File: src/rtl/word_byte_serializer.sv
// ============================================================================
// Module   : word_byte_serializer
// Brief    : 16-bit word to tagged byte stream with one-word pending buffer.
// Revision : 1.0
// ============================================================================
`default_nettype none

module word_byte_serializer #(
  parameter bit LOW_FIRST = 1'b1,
  parameter int CNT_W     = 8
) (
  input  logic             CLK,
  input  logic             RESET,
  input  logic             CLR,
  input  logic             WR,
  input  logic [15:0]      D,
  output logic             BUSY,
  output logic [7:0]       Q,
  output logic             STB,
  output logic             EN0,
  output logic             EN1,
  output logic             LD,
  input  logic             ACK,
  output logic             DONE,
  output logic             OVR,
  output logic [CNT_W-1:0] WCNT
);

  localparam logic [1:0] S_IDLE   = 2'd0;
  localparam logic [1:0] S_FIRST  = 2'd1;
  localparam logic [1:0] S_SECOND = 2'd2;

  logic [1:0]       r_state, w_state_nxt;
  logic [15:0]      r_cur, w_cur_nxt;
  logic [15:0]      r_pend, w_pend_nxt;
  logic             r_pend_v, w_pend_v_nxt;
  logic             r_done, w_done_nxt;
  logic             r_ovr, w_ovr_nxt;
  logic [CNT_W-1:0] r_wcnt, w_wcnt_nxt;
  logic             w_fire;
  logic             w_wr_ok;

  always_ff @(posedge CLK or posedge RESET) begin
    if (RESET) begin
      r_state  <= S_IDLE;
      r_cur    <= 16'h0000;
      r_pend   <= 16'h0000;
      r_pend_v <= 1'b0;
      r_done   <= 1'b0;
      r_ovr    <= 1'b0;
      r_wcnt   <= '0;
    end else begin
      r_state  <= w_state_nxt;
      r_cur    <= w_cur_nxt;
      r_pend   <= w_pend_nxt;
      r_pend_v <= w_pend_v_nxt;
      r_done   <= w_done_nxt;
      r_ovr    <= w_ovr_nxt;
      r_wcnt   <= w_wcnt_nxt;
    end
  end

  assign w_fire  = (r_state != S_IDLE) && ACK;
  assign w_wr_ok = WR && !r_pend_v;

  always_comb begin
    w_state_nxt  = r_state;
    w_cur_nxt    = r_cur;
    w_pend_nxt   = r_pend;
    w_pend_v_nxt = r_pend_v;
    w_done_nxt   = 1'b0;
    w_wcnt_nxt   = r_wcnt;
    w_ovr_nxt    = r_ovr | (WR && r_pend_v);
    if (CLR) begin
      w_state_nxt  = S_IDLE;
      w_pend_v_nxt = 1'b0;
      w_ovr_nxt    = 1'b0;
      w_wcnt_nxt   = '0;
    end else begin
      case (r_state)
        S_IDLE: begin
          if (WR) begin
            w_state_nxt = S_FIRST;
            w_cur_nxt   = D;
          end
        end
        S_FIRST: begin
          if (w_fire) w_state_nxt = S_SECOND;
          if (w_wr_ok) begin
            w_pend_nxt   = D;
            w_pend_v_nxt = 1'b1;
          end
        end
        S_SECOND: begin
          if (w_fire) begin
            w_done_nxt = 1'b1;
            w_wcnt_nxt = r_wcnt + CNT_W'(1);
            // Pending word takes priority; otherwise a concurrent write bypasses the buffer.
            if (r_pend_v) begin
              w_state_nxt  = S_FIRST;
              w_cur_nxt    = r_pend;
              w_pend_v_nxt = 1'b0;
            end else if (WR) begin
              w_state_nxt = S_FIRST;
              w_cur_nxt   = D;
            end else begin
              w_state_nxt = S_IDLE;
            end
          end else if (w_wr_ok) begin
            w_pend_nxt   = D;
            w_pend_v_nxt = 1'b1;
          end
        end
        default: w_state_nxt = S_IDLE;
      endcase
    end
  end

  // Byte lane outputs decode from state; IDLE keeps showing the last byte sent.
  always_comb begin
    STB = (r_state == S_FIRST) || (r_state == S_SECOND);
    LD  = (r_state == S_SECOND);
    EN0 = 1'b0;
    EN1 = 1'b0;
    if (r_state == S_FIRST) begin
      Q   = LOW_FIRST ? r_cur[7:0] : r_cur[15:8];
      EN0 = LOW_FIRST;
      EN1 = !LOW_FIRST;
    end else begin
      Q = LOW_FIRST ? r_cur[15:8] : r_cur[7:0];
      if (r_state == S_SECOND) begin
        EN0 = !LOW_FIRST;
        EN1 = LOW_FIRST;
      end
    end
  end

  assign BUSY = r_pend_v;
  assign DONE = r_done;
  assign OVR  = r_ovr;
  assign WCNT = r_wcnt;

endmodule

`default_nettype wire

File: config.mk
export PLATFORM = sky130hd
export DESIGN_NAME = word_byte_serializer
export DESIGN_NICKNAME = d
export VERILOG_FILES = /design/src/rtl/word_byte_serializer.sv
export SDC_FILE = /design/constraint.sdc
export NUM_CORES = 1
export LEC_CHECK = 0
export ABC_AREA = 1
export ABC_CLOCK_PERIOD_IN_PS = 1900
export CELL_PAD_IN_SITES_DETAIL_PLACEMENT = 1
export CELL_PAD_IN_SITES_GLOBAL_PLACEMENT = 1
export CORE_ASPECT_RATIO = 1.2
export CORE_MARGIN = 4
export CORE_UTILIZATION = 30
export DETAILED_ROUTE_END_ITERATION = 16
export GPL_ROUTABILITY_DRIVEN = 0
export HOLD_SLACK_MARGIN = 0.1
export PLACE_DENSITY_LB_ADDON = 0.25
export RECOVER_POWER = 50
export SYNTH_ARGS = -nofsm -noshare
export SYNTH_HDL_FRONTEND = slang
export SYNTH_SLANG_ARGS = --single-unit
File: constraint.sdc
create_clock -name CLK -period 1.9 [get_ports CLK]
set_input_delay 0.19 -clock CLK [delete_from_list [all_inputs] [get_ports CLK]]
set_output_delay 0.19 -clock CLK [all_outputs]
set_load 0.01 [all_outputs]
==> summary.md <==
| Metric | Value |
|---|---|
| TritonCTS Buffers | 5 |
| Post-Route WL | 7.34 mm |
| Final Max Tran Viols | 0 |
| Crit path to | LD |
| Via-to-Cell Ratio | 4.73 |
| Crit Reg-Reg Endpoint | WCNT[6] |
| Ant diodes | 0 |
| Site row count | 36 |
| CP max FO | 5 |
| Die Width | 91.8 um |
| Die ar. | 9960 um^2 |
| Multi-input logic area | 1260 um^2 |
| Worst VDD drop | ~0.45 mV |
| Reg clk slew, reported paths | around 90 ps |
| Antenna violations before repair | 0 |
| Synth unique cells | 24 |
| Outcome | finished, final reports clean |
| Final core utilization | 39.9% |
| Static leakage | roughly 1.6 nW |
| Maximum clock frequency | 0.553 GHz |
| Root buffer cell | clkbuf_8 |
| DRT Pass-1 Iters | 4 |
| Final global-route overflow total | 0 |
| Maxcap violations | 0 |
| CTS max path bufs | 2 |
| Wirelength per Cell | 14.7 um |
| Initial Util | 31.0% |
| Fraction of layout cells with a size suffix above 1 | 11.2% |
| First-pass GRT wire length | 12.5 mm |
| GR peak layer | met2 |
| Met2 Track Usage GR | 27.2% |
| Clock latency on the worst-skew pair | 300 ps |
| Area grow syn2layout | 28.8% |
| I/O Buffers | 43 |
| DRC | 0 |
| Iter 0 DRT Violations | 57 |
| Multiplexer share of the synthesized area | 0% |
| Reg2Reg Depth | 9 |
| Setup-failing EPs final | 0 |
| Endpoint class of the critical path | primary output |
| Final Power | just over 0.004 W |
| Critical Path Stages | 3 |
| Post-Synth XOR/XNOR Area | 0.347% |
| R2R Path Start | r_state[0] |
| CP arrival | around 1600 ps |
| Post-synthesis cell count | 333 |
| Critical Path Start Type | flop |
| Largest family of logic cells by synthesized area | simple AND/OR/NAND/NOR gates |
| Crit share post-route | 95.2% |
| WS Path Type | flop to primary output |
| Nets | 412 |
| Hold Path Class | flop to flop |
| RSZ-0062 raised after global routing | no |
| CTS tree | built |
| GRT Total Usage | 15.7% |
| Syn Std Cell Area | 2530 um^2 |
| Setup slack, reg-to-reg | 250 ps |
| Slew headroom | 21.6% |
| Met3 usage | 3.13% |
| Io pins | 44 |
| Mapped Avg Cell Area | 7.59 um^2 |
| Critical Path RT | 1710 ps |
| Routed via count | 2,358 |
| Largest net degree at the start of global routing | 46 |
| Post-Synth Simple-Gate Area | 38.4% |
| CP bufs+invs | 2 |
| Ys Warns | 0 |
| Antenna Violating Nets Remaining | 0 |
| Number of synthesized register bits | 45 |
| M1 GR Usage | roughly a fifth |
| Final Critical Period | 1810 ps |
| Post-synth net total | 361 |
| Post-Synth Adder-Cell Area | 3.47% |
| Core ar. | 8150 um^2 |
| Setup tns final | 0 ps |
| CP peak stage delay | 550 ps |
| Cts hold-fix bufs | 0 |
| Sink Count | 45 |
| Register area | 1130 um^2 |
| Worst Skew | 3.85 ps |
| Fillers | 1,004 |
| HPWL Detailed | 5.28 mm |
| Sequential fraction of the synthesis area | about 45% |
| Compound-Gate Fraction of Synth Area | 6.74% |
| H-tree Lvls | 2 |
| Die Ht | ~110 um |
| Pwr/cell area | 1270 nW/um^2 |
| Final hold vios | 0 |
| CP max stage cell | clkdlybuf4s50_1 |
| Critical Path Source | r_state[0] |
| Top delay family on crit path | buffers and inverters |
| Crit-path cells | inv_2, ha_4, clkdlybuf4s50_1 |
| Vias in the first global route | roughly 2,500 |
| Pin slew with the least headroom to its limit | 1180 ps |
==> synth_stat cells, drive strengths merged <==
cell	number	share of area (%)
buf	14	4.2
nand3	48	10
ha	7	3.5
nor2	35	5.8
nor3	1	0.64
or2	1	0.25
o21bai	1	0.30
inv	13	2.1
a21oi	5	0.99
clkbuf	1	0.15
dfrtp	45	45
xnor2	1	0.35
nand2	136	21
o21ai	15	3.0
a31oi	10	2.5
==> layout make-up <==
cell class              count  share of cell area, %
multi-input cells         260                   38.8
flip-flops and latches     45                   34.6
repair buffers             59                   16.9
well taps                 114                   4.38
clock buffers               7                   2.65
inverters                  13                   1.73
clock inverters             1                  0.923
==> flip-flops by register name, summed over array words and instances (netlist names) <==
signal,cells
BUSY,1
DONE,1
OVR,1
WCNT,8
r_cur,16
r_pend,16
r_state,2
==> worst register-to-register path, stage by stage (launching register included) <==
cell and delay [ps]:
dfrtp_2 430, inv_2 80, ha_1 230, inv_1 140, nand3_4 120, buf_4 180, nor2_1 180, nand3_1 100
nand2_1 70, nor2_1 40
==> stage by stage <==
step / setup WS (ps) / hold WS [ps] / cell area, um^2 / std cells
floorplan: 245 / 256 / 2530 / 333
global placement: 168 / 457 / 3130 / 490
detailed placement: 123 / 462 / 3130 / 490
CTS: 7.51 / 253 / 3270 / 499
global route: 34.8 / 490 / 3250 / 499
finish: 91.7 / 480 / 3250 / 499
==> cells in the final DEF, fill, tap and decap left out, drive strengths merged <==
master,Yosys,routed
a21oi,5,5
a31oi,10,10
buf,14,14
bufinv,0,1
clkbuf,1,9
clkdlybuf4s25,0,1
clkdlybuf4s50,0,26
clkinv,0,1
dfrtp,45,45
dlygate4sd2,0,9
dlygate4sd3,0,7
ha,7,7
inv,13,12
nand2,136,136
nand3,48,48
nor2,35,35
nor3,1,1
o21ai,15,15
o21bai,1,1
or2,1,1
xnor2,1,1
==> per-layer routing <==
layer / vias to the layer above / part of all wire [%]
met4: 0 / 2.3
met5: - / 0
li1: 1171 / -
met1: 1136 / 46
met3: 13 / 3.0
met2: 38 / 49
==> cells by family after synthesis <==
logic type               count (synthesis)
AO/OA/AOI/OAI                           31
XOR/XNOR                                 1
adder cells (fa/ha/maj)                  7
buffers and inverters                   28
flip-flops                              45
AND/OR/NAND/NOR                        221
==> worst min path at each step <==
stage / startpoint / end / slack, ps / cells past startpoint
CTS: RESET / r_pend[6] / 250 / 3
finish: r_pend[4] / r_pend[4] / 480 / 2
global placement: r_pend[12] / r_pend[12] / 460 / 2
floorplan: CLR / WCNT[3] / 260 / 1
global route: D[12] / r_pend[12] / 490 / 3
detailed placement: r_pend[11] / r_pend[11] / 460 / 2
==> what timing repair did <==
item,4_1_cts,5_1_grt
setup buffers,1,0
gates resized for setup,17,2
setup endpoints to repair,11,2
==> power breakdown <==
group	switching [W]	leakage, nW	internal, W
Combinational	0.00103	0.990	0.000747
Clock	0.000346	0.0585	0.000430
Sequential	0.000273	0.580	0.00130
No activity file was read; power rests on OpenSTA's default activity.
